===== config.mk =====
export PLATFORM = sky130hd
export DESIGN_NAME = lcd_ahb_regs_flat
export DESIGN_NICKNAME = d
export VERILOG_FILES = /design/src/rtl/lcd_pkg.sv /design/src/rtl/lcd_ahb_regs_if.sv /design/src/rtl/lcd_rst_seq.sv /design/src/rtl/lcd_ahb_regs.sv /design/src/flat_wrapper.sv
export SDC_FILE = /design/constraint.sdc
export NUM_CORES = 1
export LEC_CHECK = 0
export CORE_MARGIN = 5
export CORE_UTILIZATION = 47
export DETAILED_ROUTE_END_ITERATION = 16
export PLACE_DENSITY = 0.8
export SYNTH_ARGS = -nofsm -noshare
export SYNTH_HDL_FRONTEND = slang
export SYNTH_HIERARCHICAL = 1
export SYNTH_SLANG_ARGS = --single-unit

===== constraint.sdc =====
create_clock -name clk -period 6 [get_ports clk]
set_input_delay 1.2 -clock clk [delete_from_list [all_inputs] [get_ports clk]]
set_output_delay 1.2 -clock clk [all_outputs]
set_load 0.02 [all_outputs]

===== src/rtl/lcd_pkg.sv =====
// Shared definitions for the LCD AHB register block: register word offsets,
// field bit positions and the panel-reset sequencer state encoding.
package lcd_pkg;

  // Offsets are word indices, i.e. HADDR[4:2]
  localparam logic [2:0] LCD_CTRL_OFS   = 3'd0;
  localparam logic [2:0] LCD_CMD_OFS    = 3'd1;
  localparam logic [2:0] LCD_SC_OFS     = 3'd2;
  localparam logic [2:0] LCD_EC_OFS     = 3'd3;
  localparam logic [2:0] LCD_SP_OFS     = 3'd4;
  localparam logic [2:0] LCD_EP_OFS     = 3'd5;
  localparam logic [2:0] LCD_STATUS_OFS = 3'd6;

  localparam int LCD_NUM_WIN = 4;

  localparam int CTRL_EN_BIT    = 0;
  localparam int CTRL_RST_BIT   = 1;
  localparam int CMD_INI_BIT    = 0;
  localparam int CMD_COLOR_BIT  = 1;
  localparam int STAT_BUSY_BIT  = 0;
  localparam int STAT_INI_BIT   = 1;
  localparam int STAT_COLOR_BIT = 2;

  typedef enum logic [1:0] {
    IDLE,
    RST_LOW,
    RST_WAIT
  } seq_state_t;

endpackage


===== src/rtl/lcd_ahb_regs_if.sv =====
// AHB-Lite signal bundle between the Cortex-M0 bus fabric and the LCD register slave.
interface lcd_ahb_regs_if;
  logic        HSEL;
  logic [31:0] HADDR;
  logic [1:0]  HTRANS;
  logic        HWRITE;
  logic [2:0]  HSIZE;
  logic [31:0] HWDATA;
  logic        HREADY;
  logic        HREADYOUT;
  logic        HRESP;
  logic [31:0] HRDATA;

  modport master (
    output HSEL, HADDR, HTRANS, HWRITE, HSIZE, HWDATA, HREADY,
    input  HREADYOUT, HRESP, HRDATA
  );

  modport slave (
    input  HSEL, HADDR, HTRANS, HWRITE, HSIZE, HWDATA, HREADY,
    output HREADYOUT, HRESP, HRDATA
  );
endinterface


===== src/rtl/lcd_rst_seq.sv =====
// Panel reset sequencer: holds lcd_rstn low for RST_LOW_CYCLES, then waits
// RST_WAIT_CYCLES for the panel to settle. Runs after system reset and on start.
module lcd_rst_seq
  import lcd_pkg::*;
#(
  parameter int RST_LOW_CYCLES  = 50000,
  parameter int RST_WAIT_CYCLES = 6000000,
  parameter int CNT_W           = 24
) (
  input  logic clk,
  input  logic rst,
  input  logic start,
  output logic busy,
  output logic lcd_rstn
);

  localparam logic [CNT_W-1:0] LOW_LAST  = CNT_W'(RST_LOW_CYCLES - 1);
  localparam logic [CNT_W-1:0] WAIT_LAST = CNT_W'(RST_WAIT_CYCLES - 1);

  seq_state_t       state_reg, state_next;
  logic [CNT_W-1:0] cnt_reg, cnt_next;
  logic             lcd_rstn_reg;

  // lcd_rstn is registered from the next state so the pin never glitches
  always_ff @(posedge clk or posedge rst) begin
    if (rst) begin
      state_reg    <= RST_LOW;
      cnt_reg      <= '0;
      lcd_rstn_reg <= 1'b0;
    end else begin
      state_reg    <= state_next;
      cnt_reg      <= cnt_next;
      lcd_rstn_reg <= (state_next != RST_LOW);
    end
  end

  always_comb begin
    state_next = state_reg;
    cnt_next   = cnt_reg;
    case (state_reg)
      RST_LOW: begin
        if (cnt_reg == LOW_LAST) begin
          state_next = RST_WAIT;
          cnt_next   = '0;
        end else begin
          cnt_next = cnt_reg + 1'b1;
        end
      end
      RST_WAIT: begin
        if (cnt_reg == WAIT_LAST) begin
          state_next = IDLE;
          cnt_next   = '0;
        end else begin
          cnt_next = cnt_reg + 1'b1;
        end
      end
      default: cnt_next = '0;
    endcase
    // A restart request wins over normal progress in any state
    if (start) begin
      state_next = RST_LOW;
      cnt_next   = '0;
    end
  end

  assign busy     = (state_reg != IDLE);
  assign lcd_rstn = lcd_rstn_reg;

endmodule


===== src/rtl/lcd_ahb_regs.sv =====
// AHB-Lite slave exposing LCD control, command and window registers; drives the
// LCD core enable, one-shot command strobes, window bounds and panel reset.
module lcd_ahb_regs
  import lcd_pkg::*;
#(
  parameter int RST_LOW_CYCLES  = 50000,
  parameter int RST_WAIT_CYCLES = 6000000,
  parameter int CNT_W           = 24
) (
  input  logic           clk,
  input  logic           rst,
  lcd_ahb_regs_if.slave  bus,
  output logic           en,
  output logic           ini_en,
  output logic           color_en,
  output logic [31:0]    set_sc,
  output logic [31:0]    set_ec,
  output logic [31:0]    set_sp,
  output logic [31:0]    set_ep,
  output logic           lcd_rstn
);

  logic        accept;
  logic        valid_reg;
  logic        write_reg;
  logic [2:0]  addr_reg;
  logic        wr_en, rd_en, wr_ctrl, wr_cmd, seq_start, busy;
  logic        en_reg;
  logic        ini_pend_reg, ini_pend_next;
  logic        color_pend_reg, color_pend_next;
  logic [31:0] win_q [LCD_NUM_WIN];
  logic [31:0] rdata;
  logic        unused_bus_bits;

  assign accept = bus.HSEL & bus.HTRANS[1] & bus.HREADY;

  always_ff @(posedge clk or posedge rst) begin
    if (rst) begin
      valid_reg <= 1'b0;
      write_reg <= 1'b0;
      addr_reg  <= '0;
    end else begin
      valid_reg <= accept;
      if (accept) begin
        write_reg <= bus.HWRITE;
        addr_reg  <= bus.HADDR[4:2];
      end
    end
  end

  assign wr_en     = valid_reg & write_reg;
  assign rd_en     = valid_reg & ~write_reg;
  assign wr_ctrl   = wr_en & (addr_reg == LCD_CTRL_OFS);
  assign wr_cmd    = wr_en & (addr_reg == LCD_CMD_OFS);
  assign seq_start = wr_ctrl & bus.HWDATA[CTRL_RST_BIT];

  always_ff @(posedge clk or posedge rst) begin
    if (rst) en_reg <= 1'b0;
    else if (wr_ctrl) en_reg <= bus.HWDATA[CTRL_EN_BIT];
  end

  genvar gi;
  generate
    for (gi = 0; gi < LCD_NUM_WIN; gi++) begin : g_win
      logic [31:0] val_reg;
      always_ff @(posedge clk or posedge rst) begin
        if (rst) val_reg <= '0;
        else if (wr_en && addr_reg == LCD_SC_OFS + 3'(gi)) val_reg <= bus.HWDATA;
      end
      assign win_q[gi] = val_reg;
    end
  endgenerate

  // Pending commands wait out any reset sequence; a set in the firing cycle re-arms
  always_comb begin
    ini_pend_next   = (ini_pend_reg & busy)   | (wr_cmd & bus.HWDATA[CMD_INI_BIT]);
    color_pend_next = (color_pend_reg & busy) | (wr_cmd & bus.HWDATA[CMD_COLOR_BIT]);
  end

  always_ff @(posedge clk or posedge rst) begin
    if (rst) begin
      ini_pend_reg   <= 1'b0;
      color_pend_reg <= 1'b0;
    end else begin
      ini_pend_reg   <= ini_pend_next;
      color_pend_reg <= color_pend_next;
    end
  end

  lcd_rst_seq #(
    .RST_LOW_CYCLES (RST_LOW_CYCLES),
    .RST_WAIT_CYCLES(RST_WAIT_CYCLES),
    .CNT_W          (CNT_W)
  ) u_rst_seq (
    .clk     (clk),
    .rst     (rst),
    .start   (seq_start),
    .busy    (busy),
    .lcd_rstn(lcd_rstn)
  );

  always_comb begin
    rdata = '0;
    if (rd_en) begin
      case (addr_reg)
        LCD_CTRL_OFS: rdata[CTRL_EN_BIT] = en_reg;
        LCD_SC_OFS:   rdata = win_q[0];
        LCD_EC_OFS:   rdata = win_q[1];
        LCD_SP_OFS:   rdata = win_q[2];
        LCD_EP_OFS:   rdata = win_q[3];
        LCD_STATUS_OFS: begin
          rdata[STAT_BUSY_BIT]  = busy;
          rdata[STAT_INI_BIT]   = ini_pend_reg;
          rdata[STAT_COLOR_BIT] = color_pend_reg;
        end
        default: rdata = '0;
      endcase
    end
  end

  assign bus.HRDATA    = rdata;
  assign bus.HREADYOUT = 1'b1;
  assign bus.HRESP     = 1'b0;

  assign en       = en_reg;
  assign ini_en   = ini_pend_reg & ~busy;
  assign color_en = color_pend_reg & ~busy;
  assign set_sc   = win_q[0];
  assign set_ec   = win_q[1];
  assign set_sp   = win_q[2];
  assign set_ep   = win_q[3];

  assign unused_bus_bits = ^{bus.HADDR[31:5], bus.HADDR[1:0], bus.HSIZE, bus.HTRANS[0]};

endmodule


===== src/flat_wrapper.sv =====
// flat-port wrapper written by rule: the top's interface ports become plain ports
module lcd_ahb_regs_flat import lcd_pkg::*;
#(
  parameter int RST_LOW_CYCLES  = 50000,
  parameter int RST_WAIT_CYCLES = 6000000,
  parameter int CNT_W           = 24
)
  (clk, rst, en, ini_en, color_en, set_sc, set_ec, set_sp, set_ep, lcd_rstn, bus_HSEL, bus_HADDR, bus_HTRANS, bus_HWRITE, bus_HSIZE, bus_HWDATA, bus_HREADY, bus_HREADYOUT, bus_HRESP, bus_HRDATA);
  lcd_ahb_regs_if bus_i ();
  input  logic clk;
  input  logic rst;
  output logic en;
  output logic ini_en;
  output logic color_en;
  output logic [31:0] set_sc;
  output logic [31:0] set_ec;
  output logic [31:0] set_sp;
  output logic [31:0] set_ep;
  output logic lcd_rstn;
  input wire logic [$bits(bus_i.HSEL)-1:0] bus_HSEL;
  input wire logic [$bits(bus_i.HADDR)-1:0] bus_HADDR;
  input wire logic [$bits(bus_i.HTRANS)-1:0] bus_HTRANS;
  input wire logic [$bits(bus_i.HWRITE)-1:0] bus_HWRITE;
  input wire logic [$bits(bus_i.HSIZE)-1:0] bus_HSIZE;
  input wire logic [$bits(bus_i.HWDATA)-1:0] bus_HWDATA;
  input wire logic [$bits(bus_i.HREADY)-1:0] bus_HREADY;
  output wire logic [$bits(bus_i.HREADYOUT)-1:0] bus_HREADYOUT;
  output wire logic [$bits(bus_i.HRESP)-1:0] bus_HRESP;
  output wire logic [$bits(bus_i.HRDATA)-1:0] bus_HRDATA;
  assign bus_i.HSEL = bus_HSEL;
  assign bus_i.HADDR = bus_HADDR;
  assign bus_i.HTRANS = bus_HTRANS;
  assign bus_i.HWRITE = bus_HWRITE;
  assign bus_i.HSIZE = bus_HSIZE;
  assign bus_i.HWDATA = bus_HWDATA;
  assign bus_i.HREADY = bus_HREADY;
  assign bus_HREADYOUT = bus_i.HREADYOUT;
  assign bus_HRESP = bus_i.HRESP;
  assign bus_HRDATA = bus_i.HRDATA;
  lcd_ahb_regs #(.RST_LOW_CYCLES(RST_LOW_CYCLES), .RST_WAIT_CYCLES(RST_WAIT_CYCLES), .CNT_W(CNT_W)) u_core (.clk(clk), .rst(rst), .bus(bus_i), .en(en), .ini_en(ini_en), .color_en(color_en), .set_sc(set_sc), .set_ec(set_ec), .set_sp(set_sp), .set_ep(set_ep), .lcd_rstn(lcd_rstn));
endmodule

==> results.py, run 1 <==
metrics = {
    "sta": {
        "rsz0062_at_grt": "no",
        "setup_viol_count_final": 0,
        "slew_viol_final": 0,
        "timing.fmax_ghz": 0.2199,
        "holdWs_ns": 0.5023,
        "worst_pin_slew_ns": 1.049,
        "tns_ns": 0,
        "relSlewSlack": 0.2996,
        "skew_ns": 0.005797,
        "final-hold-violation-count": 0,
        "timing.final.crit_share": 0.7580,
        "finalCriticalPeriod_ns": 4.548,
    },
    "place": {
        "hpwlAfterDp_um": 15230,
        "dpl_cell_area_sq_mm": 0.01003,
        "place_inst": 1008,
        "portBuffers": 204,
        "place.gp.congestion": 0.8507,
    },
    "clock_network": {
        "cts_inserted_buffers": 17,
        "clk_latency_ns": 0.42,
        "clk_pin_slew_ns": 0.06,
        "cts_setup_buffers": 0,
        "root_buffer": "clkbuf_16",
        "cts_htree_levels": 4,
        "cts_resized": 0,
        "clock_path_buffers": 2,
        "tritoncts": "built",
        "cts_hold_buf": 0,
        "numClockSinks": 163,
    },
    "global_route": {
        "grt_overflow": 0,
        "grt_pass1_vias": 6293,
        "grtUsageTotal": 0.2279,
        "grt_max_degree": 57,
        "grt_antenna_before_repair": 0,
        "grt_pass1_wl_um": 35040,
    },
    "power": {
        "comb_power_share": 0.303,
        "total_power_mw": 3.846,
        "p_clk_frac": 0.306,
        "power.share.switching": 0.3098,
        "p_switching_mw": 1.192,
        "internal-power_mw": 2.655,
        "power_frac_seq": 0.391,
        "powerDensity_mw_per_mm2": 360.5,
        "peakVddDrop_uv": 217.6,
        "p_leak_nw": 4.657,
    },
    "worst_setup_path": {
        "required_ns": 4.80,
        "cp-end-kind": "output pin",
        "worstSetupStartpoint": "u_core/addr_reg[2]",
        "cp_max_fo": 31,
        "crit_path_start_kind": "register",
        "crit_type": "register to output pin",
        "arrival_ns": 3.35,
        "rr_startpoint": "u_core/addr_reg[0]",
    },
    "synth": {
        "async_reset_ff_frac": 1.000,
        "synth_cells": 610,
        "syn-num-nets": 688,
        "synthesis.area_sq_mm": 0.007817,
        "synth.distinct_cells": 53,
        "synth_edf_count": 0,
        "synth_top_area_cell": "dfrtp_1",
        "ys.flop_type": "dfrtp_1",
        "ys_ff_latch": 163,
        "ys_seq_area_frac": 0.5219,
        "syn_area_per_cell_sq_um": 12.82,
        "synth-warning-count": 6,
        "netlist.area_leader.share": 0.5186,
        "synth_area_leaders": "dfrtp_1 52%, mux2_2 19%, mux2i_1 7.7%",
    },
    "floorplanning": {
        "die_w_um": 139.0,
        "start_util": 0.4748,
        "dieArea_sq_mm": 0.01931,
        "ios": 240,
        "placeableCoreArea_sq_mm": 0.01647,
        "die_h_um": 139.0,
        "rows": 47,
    },
    "job": {
        "cap_viol_max_count": 0,
    },
    "routing": {
        "wl_met1_um": 8940,
        "vias": 5747,
        "met2WireLength_um": 10870,
        "wl_um": 21860,
        "wl_per_cell_um": 21.04,
        "drt_iter0_drc": 274,
        "ant_nets": 0,
        "wl_met3_um": 1373,
        "dr.pass1.iters": 4,
        "vias_per_cell": 5.531,
        "top_layer": "met4",
        "drcViolationCount": 0,
    },
    "cells_and_area": {
        "nFillCells": 1242,
        "drive_gt1_frac": 0.2259,
        "final_design_area_no_fill_sq_mm": 0.01067,
        "synthToLayoutAreaGrowth_pct": 36.46,
        "final_cells": 1039,
        "nets": 885,
        "diodes": 0,
    },
    "worst_hold_path": {
        "min_from": "u_core/u_rst_seq/cnt_reg[0]",
        "timing.hold.worst.class": "register to register",
    },
    "status": {
        "outcome": "finished, final reports clean",
    },
}
layout by cell type, fill, tap and decap left out, drive strengths merged, types with 3 or more instances in the layout:
cell	synthesis	final
nor2b	4	4
o21ai	4	4
nor4	6	6
inv	9	10
xnor2	9	9
nand3	11	11
and3b	5	5
mux2i	60	60
nand4	8	8
nor2	33	33
o22ai	28	28
and3	4	4
bufinv	0	5
buf	30	11
clkbuf	7	22
nor3	5	5
dfrtp	162	162
ha	4	4
clkdlybuf4s50	0	204
nand2b	3	3
and2	29	29
mux2	135	135
xor2	13	13
nand2	10	10
a21oi	4	4
power groups by stage:
stage | registers, mW | logic, mW | clock network [mW]
final | 1.50 | 1.16 | 1.18
after global routing | 1.53 | 1.23 | 1.25
after CTS | 1.50 | 1.17 | 1.20
after detailed placement | 1.52 | 1.17 | 0
after global placement | 1.50 | 1.14 | 0
after floorplan | 1.67 | 0.438 | 0
final cells by class:
cell class | instances | area, sq um | area share
flip-flops and latches | 163 | 4084 | 0.3828
multi-input cells | 401 | 3507 | 0.3288
repair buffers | 215 | 2125 | 0.1992
clock buffers | 22 | 464.2 | 0.04351
well taps | 220 | 275.3 | 0.02580
clock inverters | 9 | 176.4 | 0.01654
inverters | 9 | 36.28 | 0.003401
synth_stat cells (2+ instances only):
cell	instances
dfrtp_1	162
mux2_2	130
mux2i_1	60
nor2_1	33
and2_1	29
o22ai_1	28
buf_2	17
buf_4	13
xor2_1	13
nand3_1	11
nand2_1	10
inv_1	9
xnor2_1	9
clkbuf_1	7
nand4_1	6
and3b_1	5
mux2_1	5
and3_1	4
ha_1	4
nor2b_1	4
nor4_1	4
a21oi_1	3
nor3_1	3
o21ai_0	3
a211o_1	2
a21boi_0	2
a22oi_1	2
a31oi_1	2
a32o_1	2
and4bb_2	2
conb_1	2
nand2b_1	2
nor3_2	2
worst max-delay path, stage by stage, from the launching register on:
cell             delay, ns
dfrtp_1               0.77
nand2b_2              0.08
buf_4                 0.30
a21oi_2               0.54
buf_4                 0.35
and2_1                0.18
clkdlybuf4s50_1       0.67
per-layer routing:
| layer | up-vias | track usage |
|---|---|---|
| li1 | 2580 | - |
| met1 | 2911 | 0.2776 |
| met2 | 213 | 0.3825 |
| met3 | 43 | 0.06241 |
| met4 | 0 | 0.09629 |
| met5 | - | 0 |
kinds of logic after synthesis:
logic type | Yosys count | synth area share
other cells | 2 | 0.0009607
fa+ha+maj | 4 | 0.006402
compound gates | 50 | 0.04257
mux | 195 | 0.2713
flops | 163 | 0.5219
buf+inv | 46 | 0.03105
xor+xnor | 22 | 0.02465
simple gates | 128 | 0.1012
per-stage QoR:
step,worst slack [ns],utilization
finish,1.452,0.6479
global route,1.317,0.6479
CTS,1.440,0.6479
detailed placement,1.903,0.6090
global placement,1.973,0.6090
floorplan,1.161,-
worst paths after layout:
| check | endpoint | slack [ns] | cells after the start |
|---|---|---|---|
| setup / recovery | bus_HRDATA[16] | 1.45 | 6 |
| hold / removal | u_core/u_rst_seq/cnt_reg[0] | 0.50 | 1 |
| setup reg to reg | u_core/set_ec[29] | 3.23 | 4 |
| hold reg to reg | u_core/u_rst_seq/cnt_reg[0] | 0.50 | 1 |
| max in group asynchronous | u_core/set_sp[11] | 3.55 | 3 |
| min in group asynchronous | u_core/set_ep[4] | 1.29 | 2 |
Note: power is estimated with default switching activity, not from simulation.
==> run 2: changes to the inputs <==
--- a/config.mk
+++ b/config.mk
@@ -6,9 +6,9 @@
 export NUM_CORES = 1
 export LEC_CHECK = 0
 export CORE_MARGIN = 5
-export CORE_UTILIZATION = 47
+export CORE_UTILIZATION = 43
 export DETAILED_ROUTE_END_ITERATION = 16
-export PLACE_DENSITY = 0.8
+export PLACE_DENSITY = 0.77
 export SYNTH_ARGS = -nofsm -noshare
 export SYNTH_HDL_FRONTEND = slang
 export SYNTH_HIERARCHICAL = 1
==> constraint.sdc (replaced) <==
create_clock -name clk -period 3.9 [get_ports clk]
set_input_delay 0.78 -clock clk [delete_from_list [all_inputs] [get_ports clk]]
set_output_delay 0.78 -clock clk [all_outputs]
set_load 0.02 [all_outputs]
==> run 2 against run 1 <==
  * Critical path depth decreased by 1
  * Routed wire length barely moved
  * Sequential power grew 53%
  * Setup slack worse by 1.1 ns
  * Clock power up 46%
  * Hold slack worse by 0.016 ns
  * Design area increased by 0.54%
  * Combinational power increased by 55%
  * Sequential cell count is the same
  * First-iteration DRC count is 20% higher
  * Utilization fell by 4.9 points
  * Highest routed layer unchanged
==> results.py, run 2 (synthesis gave the netlist of run 1 again) <==
metrics = {
    "power": {
        "p_leak_nw": 4.674,
        "internal-power_mw": 3.961,
        "power.share.switching": 0.3201,
        "power_frac_seq": 0.395,
        "powerDensity_mw_per_mm2": 543.2,
        "p_clk_frac": 0.295,
        "comb_power_share": 0.309,
        "p_switching_mw": 1.865,
        "peakVddDrop_uv": 310.2,
        "total_power_mw": 5.826,
    },
    "sta": {
        "timing.fmax_ghz": 0.2834,
        "worst_pin_slew_ns": 1.036,
        "final-hold-violation-count": 0,
        "slew_viol_final": 0,
        "skew_ns": 0.009105,
        "setup_viol_count_final": 0,
        "relSlewSlack": 0.3089,
        "finalCriticalPeriod_ns": 3.529,
        "timing.final.crit_share": 0.9049,
        "rsz0062_at_grt": "no",
        "tns_ns": 0,
    },
    "worst_setup_path": {
        "cp-end-kind": "output pin",
        "path_cells": "buf_4, mux2i_1, o22ai_1, and2_1, clkdlybuf4s50_1",
        "required_ns": 3.12,
        "worst_path_largest_cell_delay_ns": 0.91,
        "worstSetupStartpoint": "u_core/addr_reg[0]",
        "rr_startpoint": "u_core/addr_reg[0]",
        "critical_path.top_delay_family": "flip-flops",
        "critPathSlowestCell": "dfrtp_4",
        "worst-path-buf-inv": 2,
        "crit_path_start_kind": "register",
        "r2r_end": "u_core/set_ec[8]",
        "crit_type": "register to output pin",
        "r2r_cells": 5,
        "rrSetupSlack_ns": 1.23,
        "cp_max_fo": 42,
        "arrival_ns": 2.75,
    },
    "floorplanning": {
        "die_w_um": 144.8,
        "ios": 240,
        "rows": 49,
        "dieArea_sq_mm": 0.02098,
        "start_util": 0.4367,
        "placeableCoreArea_sq_mm": 0.01790,
        "die_h_um": 144.8,
    },
    "clock_network": {
        "root_buffer": "clkbuf_16",
        "clock_path_buffers": 2,
        "cts_hold_buf": 0,
        "cts_htree_levels": 4,
        "tritoncts": "built",
        "clk_latency_ns": 0.42,
        "cts_setup_buffers": 0,
        "cts_inserted_buffers": 17,
        "clk_pin_slew_ns": 0.06,
        "cts_resized": 0,
        "numClockSinks": 163,
    },
    "routing": {
        "ant_nets": 0,
        "drt_iter0_drc": 330,
        "dr.pass1.iters": 4,
        "drcViolationCount": 0,
        "wl_um": 21860,
        "vias_per_cell": 5.470,
        "vias": 5754,
        "wl_per_cell_um": 20.78,
    },
    "global_route": {
        "grt_antenna_before_repair": 0,
        "grtUsageTotal": 0.2061,
        "grt_pass1_wl_um": 33450,
        "grt_overflow": 0,
        "grt_max_degree": 81,
        "grt_pass1_vias": 6087,
    },
    "cells_and_area": {
        "layout_common_cells": "204 x clkdlybuf4s50_1, 161 x dfrtp_1, 130 x mux2_2",
        "mostFrequentLayoutCell": "clkdlybuf4s50_1",
        "nets": 888,
        "drive_gt1_frac": 0.2333,
        "diodes": 0,
        "synthToLayoutAreaGrowth_pct": 37.20,
        "nFillCells": 1418,
    },
    "place": {
        "place.gp.congestion": 0.8396,
        "portBuffers": 204,
        "hpwlAfterDp_um": 14850,
    },
    "worst_hold_path": {
        "timing.hold.worst.class": "register to register",
        "hold_path_end": "u_core/u_rst_seq/cnt_reg[0]",
        "min_from": "u_core/u_rst_seq/cnt_reg[0]",
        "min_path_cells": 1,
    },
    "status": {
        "outcome": "finished, final reports clean",
    },
    "job": {
        "cap_viol_max_count": 0,
    },
}
==> run 2: cell types whose count changed in the layout (fill, tap and decap cells not counted), moves of 2 or more <==
cell	delta
bufinv_16	-2
inv_6	+4
clkbuf_1	-3
buf_12	+4
clkinv_4	+2
==> run 2: how the worst max path moves through the flow <==
stage | endpoint | slack, ns | cells past startpoint
floorplan | u_core/addr_reg[0] | 1.43 | 1
global placement | bus_HRDATA[1] | 0.89 | 5
detailed placement | bus_HRDATA[10] | 0.87 | 5
CTS | bus_HRDATA[15] | 0.36 | 5
global route | bus_HRDATA[0] | 0.23 | 5
finish | bus_HRDATA[15] | 0.37 | 5
==> run 2: final cells by class <==
cell class | instances | area, sq um | area share
clock inverters | 14 | 173.9 | 0.01622
multi-input cells | 401 | 3507 | 0.3270
well taps | 229 | 286.5 | 0.02671
flip-flops and latches | 163 | 4084 | 0.3808
inverters | 9 | 37.54 | 0.003500
repair buffers | 218 | 2197 | 0.2049
clock buffers | 18 | 439.2 | 0.04095
==> run 2: through the flow <==
step	worst slack [ns]	instances	area, sq um	util	hold WS, ns
2_1_floorplan	1.427	610	7821	-	0.4547
3_3_place_gp	0.8924	1020	10110	0.5649	0.4710
3_5_place_dp	0.8652	1020	10110	0.5649	0.4815
4_1_cts	0.3635	1052	10730	0.5991	0.4893
5_1_grt	0.2254	1052	10730	0.5991	0.5211
6_report	0.3708	1052	10730	0.5991	0.4865
==> run 2: per-layer routing <==
layer  global-route usage  vias to the layer above  part of all wire
li1                     -                     2597                 -
met1               0.2603                     2897              0.41
met2               0.3505                      222              0.51
met3              0.03812                       38             0.057
met4              0.08247                        0             0.026
met5                    0                        -                 0
==> run 2: power groups by stage <==
stage	clock network (mW)	registers (mW)	logic [mW]
floorplan	0	2.57	0.673
global placement	0	2.31	1.76
detailed placement	0	2.33	1.80
CTS	1.76	2.30	1.81
global route	1.84	2.35	1.90
finish	1.72	2.30	1.80
==> run 3: changes to the inputs <==
--- a/config.mk
+++ b/config.mk
@@ -5,10 +5,13 @@
 export SDC_FILE = /design/constraint.sdc
 export NUM_CORES = 1
 export LEC_CHECK = 0
+export CELL_PAD_IN_SITES_DETAIL_PLACEMENT = 2
+export CELL_PAD_IN_SITES_GLOBAL_PLACEMENT = 2
 export CORE_MARGIN = 5
-export CORE_UTILIZATION = 43
+export CORE_UTILIZATION = 28
 export DETAILED_ROUTE_END_ITERATION = 16
-export PLACE_DENSITY = 0.77
+export HOLD_SLACK_MARGIN = 0.06
+export PLACE_DENSITY_LB_ADDON = 0.1
 export SYNTH_ARGS = -nofsm -noshare
 export SYNTH_HDL_FRONTEND = slang
 export SYNTH_HIERARCHICAL = 1
==> run 3 against run 2 <==
  * Largest power group unchanged
  * Critical path type unchanged
  * Global-route usage is 3.5 points lower
  * Sequential cell count unchanged
  * Fmax down 0.26%
  * Critical path depth did not move
  * Utilization is 21 points lower
  * Clock power decreased by 8%
  * Clock-buffer cell count shrank 1
==> results.py, run 3 (synthesis gave the netlist of run 1 again) <==
metrics = {
    "status": {
        "outcome": "finished, final reports clean",
    },
    "worst_hold_path": {
        "timing.hold.worst.class": "register to register",
        "min_path_cells": 1,
    },
    "routing": {
        "drt_iter0_drc": 243,
        "dr.pass1.iters": 4,
        "wl_per_cell_um": 22.39,
        "wl_um": 26960,
        "ant_nets": 0,
        "vias_per_cell": 4.793,
        "drcViolationCount": 0,
        "vias": 5771,
    },
    "sta": {
        "timing.final.crit_share": 0.9073,
        "finalCriticalPeriod_ns": 3.538,
        "holdWs_ns": 0.5233,
        "rsz0062_at_grt": "no",
        "setup_viol_count_final": 0,
        "tns_ns": 0,
        "relSlewSlack": 0.2465,
        "worst_pin_slew_ns": 1.129,
        "final-hold-violation-count": 0,
        "skew_ns": 0.007327,
        "timing.fmax_ghz": 0.2826,
        "slew_viol_final": 0,
    },
    "place": {
        "place_inst": 1173,
        "dpl_cell_area_sq_mm": 0.01033,
        "place.gp.congestion": 0.7408,
        "portBuffers": 204,
        "hpwlAfterDp_um": 19260,
    },
    "global_route": {
        "grt_pass1_wl_um": 41340,
        "grt_max_degree": 33,
        "grtUsageTotal": 0.1715,
        "grt_overflow": 0,
        "grt_antenna_before_repair": 1,
        "grt_pass1_vias": 6559,
    },
    "clock_network": {
        "clk_pin_slew_ns": 0.07,
        "tritoncts": "built",
        "cts_htree_levels": 4,
        "clk_latency_ns": 0.42,
        "cts_resized": 0,
        "cts_inserted_buffers": 17,
        "clock_path_buffers": 2,
        "cts_setup_buffers": 0,
        "cts_hold_buf": 0,
        "numClockSinks": 163,
        "root_buffer": "clkbuf_16",
    },
    "cells_and_area": {
        "final_design_area_no_fill_sq_mm": 0.01088,
        "final_cells": 1204,
        "diodes": 0,
        "nets": 892,
        "synthToLayoutAreaGrowth_pct": 39.16,
        "mostFrequentLayoutCell": "clkdlybuf4s50_1",
        "drive_gt1_frac": 0.2397,
        "nFillCells": 2828,
        "layout_common_cells": "203 x clkdlybuf4s50_1, 161 x dfrtp_1, 130 x mux2_2",
    },
    "job": {
        "cap_viol_max_count": 0,
    },
    "floorplanning": {
        "ios": 240,
        "die_h_um": 177.1,
        "placeableCoreArea_sq_mm": 0.02771,
        "start_util": 0.2822,
        "rows": 61,
        "dieArea_sq_mm": 0.03136,
        "die_w_um": 177.1,
    },
    "power": {
        "powerDensity_mw_per_mm2": 526.5,
        "peakVddDrop_uv": 211.0,
        "p_leak_nw": 4.647,
    },
    "worst_setup_path": {
        "arrival_ns": 2.76,
        "r2r_cells": 5,
        "rrSetupSlack_ns": 1.34,
        "crit_path_start_kind": "register",
        "required_ns": 3.12,
        "cp-end-kind": "output pin",
        "cp_max_fo": 32,
        "crit_type": "register to output pin",
    },
}
[run 3: path summary, 6_finish.rpt]
path / end / start
min in group asynchronous: u_core/set_sp[10] / rst
max in group asynchronous: u_core/u_rst_seq/cnt_reg[12] / rst
hold / removal: u_core/set_sc[23] / u_core/set_sc[23]
setup reg to reg: u_core/u_rst_seq/cnt_reg[23] / u_core/u_rst_seq/cnt_reg[14]
setup / recovery: bus_HRDATA[20] / u_core/addr_reg[0]
hold reg to reg: u_core/set_sc[23] / u_core/set_sc[23]
[run 3: metrics by stage]
step	total power, mW	setup WS, ns	util
4_1_cts	5.844	0.3073	0.3927
5_1_grt	6.026	0.2373	0.3927
6_report	5.728	0.3617	0.3927
2_1_floorplan	3.241	1.427	-
3_3_place_gp	4.140	0.8383	0.3729
3_5_place_dp	4.224	0.7792	0.3729
[run 3: report_power, final]
part | total [mW] | switching [mW] | internal [mW]
combinational | 1.88 | 0.940 | 0.939
sequential | 2.27 | 0.279 | 1.99
clock | 1.58 | 0.745 | 0.831
[run 3: cell type report]
type	count	area [sq um]	area share
clock buffers	17	425.4	0.03910
flip-flops and latches	163	4084	0.3754
inverters	9	37.54	0.003450
repair buffers	222	2225	0.2045
well taps	378	473.0	0.04347
multi-input cells	401	3513	0.3229
clock inverters	14	121.4	0.01116
[run 3: critical path, stage by stage, from the launching register on]
cell,delay (ns)
dfrtp_4,0.76
buf_4,0.45
mux2i_1,0.28
o22ai_1,0.11
and2_1,0.18
clkdlybuf4s50_1,0.54
[run 3: metal layers]
layer / up-vias / wire (um) / track usage
li1: 2594 / - / -
met1: 3041 / 11450 / 0.2098
met2: 119 / 14280 / 0.3139
met3: 15 / 1021 / 0.03674
met4: 2 / 195 / 0.03030
met5: - / 7 / 0
